[src/rtl/dds_pkg.sv]
// Shared definitions for the DDS sweep sequencer: mode encodings, FSM states and
// the default tuning-word width.
package dds_pkg;

    localparam int unsigned DEFAULT_W = 8;

    localparam logic [1:0] MODE_SINGLE = 2'b00;
    localparam logic [1:0] MODE_SAW    = 2'b01;
    localparam logic [1:0] MODE_TRI    = 2'b10;
    localparam logic [1:0] MODE_FIXED  = 2'b11;

    typedef enum logic [2:0] {
        StIdle,
        StLoad,
        StDwell,
        StWaitWrap,
        StHold,
        StDone
    } state_e;

endpackage

[src/rtl/dds_dwell_timer.sv]
// Dwell timer: counts tick pulses while enabled and pulses expired on the dwell-th one.
// A programmed dwell of zero behaves as a dwell of one tick.
module dds_dwell_timer #(
    parameter int unsigned DW = 16
) (
    input  logic          clk,
    input  logic          rst,
    input  logic          clr,
    input  logic          tick,
    input  logic [DW-1:0] dwell,
    output logic          expired
);

    logic [DW-1:0] cnt_q, cnt_d, target;

    // cnt_q never exceeds target-1, so the increment cannot overflow.
    always_comb begin
        target  = (dwell == '0) ? DW'(1) : dwell;
        expired = !clr && tick && ((cnt_q + DW'(1)) == target);
        if (clr || expired) begin
            cnt_d = '0;
        end else if (tick) begin
            cnt_d = cnt_q + DW'(1);
        end else begin
            cnt_d = cnt_q;
        end
    end

    always_ff @(posedge clk or posedge rst) begin
        if (rst) begin
            cnt_q <= '0;
        end else begin
            cnt_q <= cnt_d;
        end
    end

endmodule

[src/rtl/dds_sweep_ctrl.sv]
// Frequency-sweep sequencer: steps the DDS tuning word between start and stop values,
// committing each new word only on a phase-accumulator wrap.
module dds_sweep_ctrl
    import dds_pkg::*;
#(
    parameter int unsigned W  = DEFAULT_W,
    parameter int unsigned DW = 16
) (
    input  logic          clk,
    input  logic          rst,
    input  logic          tick,
    input  logic          phase_wrap,
    input  logic          start,
    input  logic          stop,
    input  logic [1:0]    mode,
    input  logic [W-1:0]  k_start,
    input  logic [W-1:0]  k_stop,
    input  logic [W-1:0]  step,
    input  logic [DW-1:0] dwell,
    output logic [W-1:0]  k_out,
    output logic          k_valid,
    output logic          busy,
    output logic          done,
    output logic          cfg_err
);

    state_e        state_q, state_d;
    logic [1:0]    mode_q, mode_d;
    logic          fixed_q, fixed_d;
    logic [W-1:0]  k_start_q, k_start_d, k_stop_q, k_stop_d, step_q, step_d;
    logic [DW-1:0] dwell_q, dwell_d;
    logic [W-1:0]  k_out_q, k_out_d, k_pend_q, k_pend_d;
    logic          dir_down_q, dir_down_d;
    logic          k_valid_q, k_valid_d, cfg_err_q, cfg_err_d;
    logic          expired, cfg_bad, at_stop, at_start;
    logic [W:0]    up_sum, down_lim;
    logic [W-1:0]  up_next, down_next;

    dds_dwell_timer #(
        .DW(DW)
    ) u_dwell_timer (
        .clk    (clk),
        .rst    (rst),
        .clr    (state_q != StDwell),
        .tick   (tick),
        .dwell  (dwell_q),
        .expired(expired)
    );

    // Extra bit keeps the clamp decisions exact near the top of the word range.
    always_comb begin
        up_sum    = {1'b0, k_out_q} + {1'b0, step_q};
        up_next   = (up_sum >= {1'b0, k_stop_q}) ? k_stop_q : up_sum[W-1:0];
        down_lim  = {1'b0, k_start_q} + {1'b0, step_q};
        down_next = ({1'b0, k_out_q} < down_lim) ? k_start_q : k_out_q - step_q;
        at_stop   = (k_out_q == k_stop_q);
        at_start  = (k_out_q == k_start_q);
        cfg_bad   = (mode != MODE_FIXED) && ((k_stop <= k_start) || (step == '0));
    end

    always_comb begin
        state_d    = state_q;
        mode_d     = mode_q;
        fixed_d    = fixed_q;
        k_start_d  = k_start_q;
        k_stop_d   = k_stop_q;
        step_d     = step_q;
        dwell_d    = dwell_q;
        k_out_d    = k_out_q;
        k_pend_d   = k_pend_q;
        dir_down_d = dir_down_q;
        k_valid_d  = 1'b0;
        cfg_err_d  = 1'b0;
        if (stop) begin
            state_d = StIdle;
        end else begin
            case (state_q)
                StIdle, StDone: begin
                    if (start) begin
                        mode_d     = mode;
                        fixed_d    = (mode == MODE_FIXED) || cfg_bad;
                        k_start_d  = k_start;
                        k_stop_d   = k_stop;
                        step_d     = step;
                        dwell_d    = dwell;
                        dir_down_d = 1'b0;
                        k_out_d    = k_start;
                        k_valid_d  = 1'b1;
                        cfg_err_d  = cfg_bad;
                        state_d    = StLoad;
                    end
                end
                StLoad: state_d = fixed_q ? StHold : StDwell;
                StDwell: begin
                    if (expired) begin
                        state_d = StWaitWrap;
                        case (mode_q)
                            MODE_SINGLE: begin
                                if (at_stop) begin
                                    state_d = StDone;
                                end else begin
                                    k_pend_d = up_next;
                                end
                            end
                            MODE_SAW: k_pend_d = at_stop ? k_start_q : up_next;
                            default: begin
                                // Triangle: flip at a limit so the limit word is not repeated.
                                if (!dir_down_q) begin
                                    dir_down_d = at_stop;
                                    k_pend_d   = at_stop ? down_next : up_next;
                                end else begin
                                    dir_down_d = !at_start;
                                    k_pend_d   = at_start ? up_next : down_next;
                                end
                            end
                        endcase
                    end
                end
                StWaitWrap: begin
                    if (phase_wrap) begin
                        k_out_d   = k_pend_q;
                        k_valid_d = 1'b1;
                        state_d   = StDwell;
                    end
                end
                StHold:  state_d = StHold;
                default: state_d = StIdle;
            endcase
        end
    end

    always_ff @(posedge clk or posedge rst) begin
        if (rst) begin
            state_q    <= StIdle;
            mode_q     <= MODE_SINGLE;
            fixed_q    <= 1'b0;
            k_start_q  <= '0;
            k_stop_q   <= '0;
            step_q     <= '0;
            dwell_q    <= '0;
            k_out_q    <= '0;
            k_pend_q   <= '0;
            dir_down_q <= 1'b0;
            k_valid_q  <= 1'b0;
            cfg_err_q  <= 1'b0;
        end else begin
            state_q    <= state_d;
            mode_q     <= mode_d;
            fixed_q    <= fixed_d;
            k_start_q  <= k_start_d;
            k_stop_q   <= k_stop_d;
            step_q     <= step_d;
            dwell_q    <= dwell_d;
            k_out_q    <= k_out_d;
            k_pend_q   <= k_pend_d;
            dir_down_q <= dir_down_d;
            k_valid_q  <= k_valid_d;
            cfg_err_q  <= cfg_err_d;
        end
    end

    always_comb begin
        busy    = (state_q == StLoad) || (state_q == StDwell) || (state_q == StWaitWrap);
        done    = (state_q == StDone);
        k_out   = k_out_q;
        k_valid = k_valid_q;
        cfg_err = cfg_err_q;
    end

endmodule

[config.mk]
export PLATFORM = sky130hd
export DESIGN_NAME = dds_sweep_ctrl
export DESIGN_NICKNAME = d
export VERILOG_FILES = /design/src/rtl/dds_pkg.sv /design/src/rtl/dds_dwell_timer.sv /design/src/rtl/dds_sweep_ctrl.sv
export SDC_FILE = /design/constraint.sdc
export NUM_CORES = 1
export LEC_CHECK = 0
export BUFFER_PORTS_ARGS = -buffer_cell sky130_fd_sc_hd__buf_4
export CORE_MARGIN = 5
export CORE_UTILIZATION = 45
export CTS_BUF_LIST = sky130_fd_sc_hd__clkbuf_4
export CTS_CLUSTER_DIAMETER = 50
export DETAILED_ROUTE_END_ITERATION = 12
export HOLD_SLACK_MARGIN = 0.03
export SYNTH_ARGS = -nofsm -noshare
export SYNTH_HDL_FRONTEND = slang
export SYNTH_HIERARCHICAL = 1
export SYNTH_SLANG_ARGS = --single-unit
[constraint.sdc]
create_clock -name clk -period 7.01 [get_ports clk]
set_input_delay 0.701 -clock clk [delete_from_list [all_inputs] [get_ports clk]]
set_output_delay 0.701 -clock clk [all_outputs]
set_load 0.005 [all_outputs]
---- Yosys cells after proc, flatten, opt, wreduce, memory -nomap -nowiden ----
Index checks and enable logic that the tools add are counted.
W data, S select, Z words.
cells by class
  $add $sub $neg .......................... 4
  order comparisons ....................... 3
  eq/ne operators ......................... 20
  muxes and demuxes ....................... 34
  bitwise gates (word level) .............. 1
  reductions and logical operators ........ 24
operator list
  kind                     count
  $mux W8                  9
  $mux W16                 3
  $pmux W8 S2              2
  $mux W3                  7
  $add A8 B8 Y9            2
  $add A16 B1 Y16 const B  1
  $eq A16 B16 Y1           1
  $eq A8 B8 Y1             2
  $logic_not A16 Y1        1
  $pmux W3 S5              1
  $ne A2 B2 Y1 const B     6
  $mux W1                  10
  $ge A9 B8 Y1             1
  $lt A8 B9 Y1             1
  $ne A3 B3 Y1 const B     3
  $le A8 B8 Y1             1
  $logic_not A8 Y1         1
  $reduce_and A4 Y1        2
  $sub A8 B8 Y8            1
  $eq A3 B2 Y1 const B     2
  $eq A3 B3 Y1 const B     2
  $reduce_and A3 Y1        2
  $reduce_bool A2 Y1       3
  $logic_or A1 B1 Y1       5
  12 further kinds         17
storage, ports and cells
  register bits after elaboration ......... 81
  bits of input ports ..................... 48
  output and inout port bits .............. 12
  logic and storage cells ................. 99

---- Longest topological paths before layout ----
  depth in word-level cells ............... 7
  depth in mapped cells ................... 16
  gate-level depth less buffers ........... 15

---- Hierarchy ----
Netlist, hierarchy kept.
by module, submodules not included
  module           instances  cells an instance  area each (um^2)  seq. area each (um^2)
  dds_sweep_ctrl   1          473                4614.4            1626.6
  dds_dwell_timer  1          162                1371.3            400.4

---- Worst setup path after synthesis ----
Ideal clock, no wire load.
  path kind ............................... register -> register
  from .................................... register k_out_q[2], in the netlist k_out[2]
  to ...................................... register k_pend_q[2]
  library setup time ...................... 0.144 ns
  arrival time ............................ 3.320 ns
  data required time ...................... 6.866 ns
  path slack .............................. 3.546 ns
  cell stages (with the launch flop) ...... 14
  buffers on the path ..................... 1
  clock period less this slack ............ 3.464 ns
  path through ............................ dfrtp_1 ha_1 buf_2 nand2b_1 o2bb2ai_1 o31ai_1 xnor2_1 ha_1 a21oi_2 o211ai_2 a221oi_4 mux2i_1 a2bb2oi_1 a31oi_1
between the ends
  word-level cells in the longest chain between the ends .. 6
  elaborated cells on any way between the ends .. 16
  those cells by class .................... 2 x add/sub; 2 x order compare; 3 x eq/ne; 8 x mux; 1 x reduce/logical
ends and longest elaborated chain
  element                     RTL line                                      text
  start, declared             dds_sweep_ctrl.sv:32                          logic [W-1:0] k_out_q, k_out_d, k_pend_q, k_pend_d;
  start signal, assigned      dds_sweep_ctrl.sv:154                         k_out_q <= k_out_d;
  $add A8 B8 Y9               dds_sweep_ctrl.sv:52                          up_sum = {1'b0, k_out_q} + {1'b0, step_q};
  $ge A9 B8 Y1                dds_sweep_ctrl.sv:53                          up_next = (up_sum >= {1'b0, k_stop_q}) ? k_stop_q : up_sum[W-1:0];
  $mux W8                     dds_sweep_ctrl.sv:53
  $mux W8 (on tied branches)  dds_sweep_ctrl.sv:110, dds_sweep_ctrl.sv:113
  $mux W8                     dds_sweep_ctrl.sv:108                         if (!dir_down_q) begin
  $pmux W8 S2                 dds_sweep_ctrl.sv:97                          case (mode_q)
  end signal, assigned        dds_sweep_ctrl.sv:155                         k_pend_q <= k_pend_d;
  end, declared               dds_sweep_ctrl.sv:32
Parallel ways exist; a longest one is shown, timed or not. The select of a mux whose other input is x is not followed.
A chain may end at the register's enable or synchronous reset.

---- Final worst setup path ----
  from .................................... register k_out_q[2], in the netlist k_out[2]
  to ...................................... register k_pend_q[3]
The elaborated chain is that of the path after synthesis.

==> metrics.md <==
| Metric | Value |
|---|---|
| Pwr dens | `515 nW/um2` |
| Syn. warnings | `6` |
| H-tree levels | `3` |
| Share of cells above drive strength 1 | `0.200` |
| Core Footprint | `13100 um2` |
| Routability congestion estimate from global placement | `0.953` |
| Pre-antenna DRT Iters | `5` |
| Met3 wire len | `802 um` |
| Most used DFF post-synth | `dfrtp_1` |
| Dpl hpwl | `12.5 mm` |
| Clock Pin Slew Worst Setup and Hold Paths | `130 ps` |
| Post-cts sizing count | `0` |
| Setup TNS | `0 ps` |
| Grt ovf | `0` |
| Flops & latches, synth | `81` |
| Total die area | `15700 um2` |
| Critical Path Fanout Max | `10` |
| CP most frequent cell | `ha_1` |
| Number of global-route vias before repair | `4850` |
| Crit path kind | `reg -> reg` |
| P_sw | `1.66 mW` |
| Final WL | `16.2 mm` |
| Fin crit period | `4010 ps` |
| Vias per cell | `5.70` |
| RSZ-0062 raised after global routing | `false` |
| Vias | `4916` |
| First DRT Iteration DRCs | `410` |
| Cell internal pwr | `1.78 mW` |
| Worst slew pin tran | `762 ps` |
| Switching Share | `0.482` |
| Bufs on Longest Clock Path | `2` |
| Boundary Pins | `60` |
| Pin count of the biggest net entering global routing | `46` |
| Critical path origin | `k_out[2]$_DFFE_PP0P_` |
| Asr flop ratio synth | `1.00` |
| Reg2reg start | `k_out[2]$_DFFE_PP0P_` |
| Clk sink count | `81` |
| Arrival @ worst endpoint | `4330 ps` |
| Slew headroom | `0.487` |
| CP required | `7330 ps` |
| Sequential Power Share | `0.258` |
| Combinational share of power | `0.670` |
| Starting Density | `0.456` |
| Mean Syn Cell Area | `9.43 um2` |
| Cells after Synth | `635` |
| Worst R2R Setup Slack | `3000 ps` |
| Commonest non-fill, non-tap cell in the layout | `dfrtp_1` |
| Mapped Nets | `733` |
| First-pass GRT wire length | `26.5 mm` |
| Antenna Nets Post-Route | `0` |
| CTS tree | `yes` |
| Ant. Diodes | `0` |
| Worst ir drop on vdd | `0.210 mV` |
| Final setup vio count | `0` |
| Final Non-Filler Cells | `862` |
| Met2 wire len | `7.16 mm` |
| Placed cells | `846` |
| Hold Fails Final Rpt | `0` |
| WL met1 | `7.72 mm` |
| Skew final | `7.27 ps` |
| Nets | `779` |
| Cell leakage power | `3.00 nW` |
| Synth cell types | `70` |
| Buf/Inv on CP | `0` |
| CP max stage delay | `630 ps` |
| Die Width | `125 um` |
| R2R depth | `12` |
| Crit share post-route | `0.573` |
| Setup Buffers After CTS | `0` |
| Sequential element share of the synthesized area | `0.339` |
| Max layer used | `met4` |
| Area Growth Syn to Fin | `11.6%` |
| Netlist Area Pre-Place | `5990 um2` |
| Crit path max-delay family | `compound AO/OA/AOI/OAI gates` |
| Clk_lat worst skew | `460 ps` |
| CP max stage cell | `a221oi_4` |
| Crit. End Element | `flop` |
| Commonest non-fill, non-tap cells in the layout | `81 x dfrtp_1, 63 x buf_4, 47 x ha_1` |
| Cells along the critical path | `ha_1, nand2b_1, o2bb2ai_1, o31ai_1, xnor2_1, ha_1, a21oi_2, o211ai_2, a221oi_4, mux2i_1, a2bb2oi_1, a31oi_1` |
| Clock power share | `0.071` |
| Die height | `125 um` |
| R2r endpoint | `k_pend_q[3]$_DFFE_PP0P_` |
| Max-cap violations | `0` |
| EDFF count, synth | `0` |
| Total CTS buffers | `9` |
| Max Fclk | `0.249 GHz` |
| Final Max Slew Viols | `0` |
| IO buf count | `59` |
| CTS root buffer | `clkbuf_4` |
| Status | `completed` |
| CTS Hold Bufs | `0` |
| DRC | `0` |
| Initial antenna violation count | `0` |
| DR WL/cell | `18.8 um` |
| Tot GR Track Use | `0.212` |
| Startpoint Class | `flop` |
| Site Rows | `42` |
| Worst hold path type | `in -> async` |
Yosys cell counts, types with 3 or more instances:
| cell type | number | share of area |
|---|---|---|
| xor2_1 | 27 | 0.040 |
| o21a_1 | 6 | 0.0075 |
| a21oi_1 | 34 | 0.028 |
| clkbuf_1 | 20 | 0.013 |
| o21bai_1 | 3 | 0.0038 |
| inv_1 | 43 | 0.027 |
| nand4_1 | 12 | 0.013 |
| xnor2_1 | 38 | 0.056 |
| o211ai_1 | 5 | 0.0063 |
| a211o_1 | 5 | 0.0073 |
| nor2_1 | 46 | 0.029 |
| nor3_1 | 24 | 0.020 |
| and3_1 | 4 | 0.0042 |
| nor2b_1 | 10 | 0.010 |
| dfrtp_1 | 81 | 0.34 |
| o21ai_1 | 4 | 0.0033 |
| a41oi_1 | 5 | 0.0073 |
| a211oi_1 | 4 | 0.0050 |
| a31oi_1 | 7 | 0.0073 |
| mux2i_1 | 15 | 0.025 |
| ha_1 | 47 | 0.098 |
| o21ai_0 | 21 | 0.018 |
| nor4_1 | 8 | 0.0084 |
| nand3_1 | 8 | 0.0067 |
| a41oi_2 | 3 | 0.0082 |
| buf_2 | 4 | 0.0033 |
| mux2_2 | 37 | 0.070 |
| fa_1 | 3 | 0.010 |
| nand2b_1 | 13 | 0.014 |
| nand2_1 | 40 | 0.025 |
| a21o_1 | 6 | 0.0075 |
state kept, by name, indices dropped and copies added (netlist names):
signal / count
mode_q: 2
k_out: 8
step_q: 8
fixed_q: 1
k_start_q: 8
u_dwell_timer/cnt_q: 16
state_q: 3
k_valid: 1
cfg_err: 1
k_pend_q: 8
dir_down_q: 1
dwell_q: 16
k_stop_q: 8
power by group through the flow:
stage,sequential (mW),clock [mW],combinational [mW]
3_3_place_gp,0.886,0,2.24
3_5_place_dp,0.895,0,2.27
4_1_cts,0.885,0.260,2.29
6_report,0.889,0.246,2.31
5_1_grt,0.916,0.271,2.57
2_1_floorplan,0.784,0,1.80
how the worst max path moves through the flow:
stage,end,slack [ps],cells past startpoint
final,k_pend_q[3]$_DFFE_PP0P_,3000,12
after detailed placement,k_pend_q[3]$_DFFE_PP0P_,3070,12
after CTS,k_pend_q[3]$_DFFE_PP0P_,3050,12
after floorplan,k_pend_q[2]$_DFFE_PP0P_,3550,13
after global placement,k_pend_q[3]$_DFFE_PP0P_,3290,12
after global routing,k_pend_q[5]$_DFFE_PP0P_,2850,13
layout make-up:
class	count	area, um2
repair buffers	63	473
clock inverters	6	35.0
multi-input cells	481	3680
well taps	176	220
fillers	1279	6460
inverters	45	169
clock buffers	10	75.1
flip-flops and latches	81	2030
layer usage:
metal	GRT usage	vias up
met1	0.299	2383
met4	0.0874	0
met2	0.316	149
met5	0	-
li1	-	2347
met3	0.0443	37
cell families (layout without fill, tap and decap cells):
kind of cell / after synthesis / in the layout / synth area share
simple gates: 184 / 184 / 0.159
fa+ha+maj: 50 / 50 / 0.108
xor+xnor: 65 / 65 / 0.0951
buf+inv: 73 / 124 / 0.0487
compound gates: 130 / 130 / 0.155
flops: 81 / 81 / 0.339
mux: 52 / 52 / 0.0947
through the flow:
stage	hold WS [ps]	util	cell area, um2	worst slack [ps]	power [mW]
after floorplan	485	-	5990	3550	2.59
after global placement	535	0.500	6570	3290	3.12
after global routing	245	0.508	6680	2850	3.76
after CTS	215	0.508	6680	3050	3.44
after detailed placement	539	0.500	6570	3070	3.17
final	250	0.508	6680	3000	3.44
No activity file was read; power rests on OpenSTA's default activity.
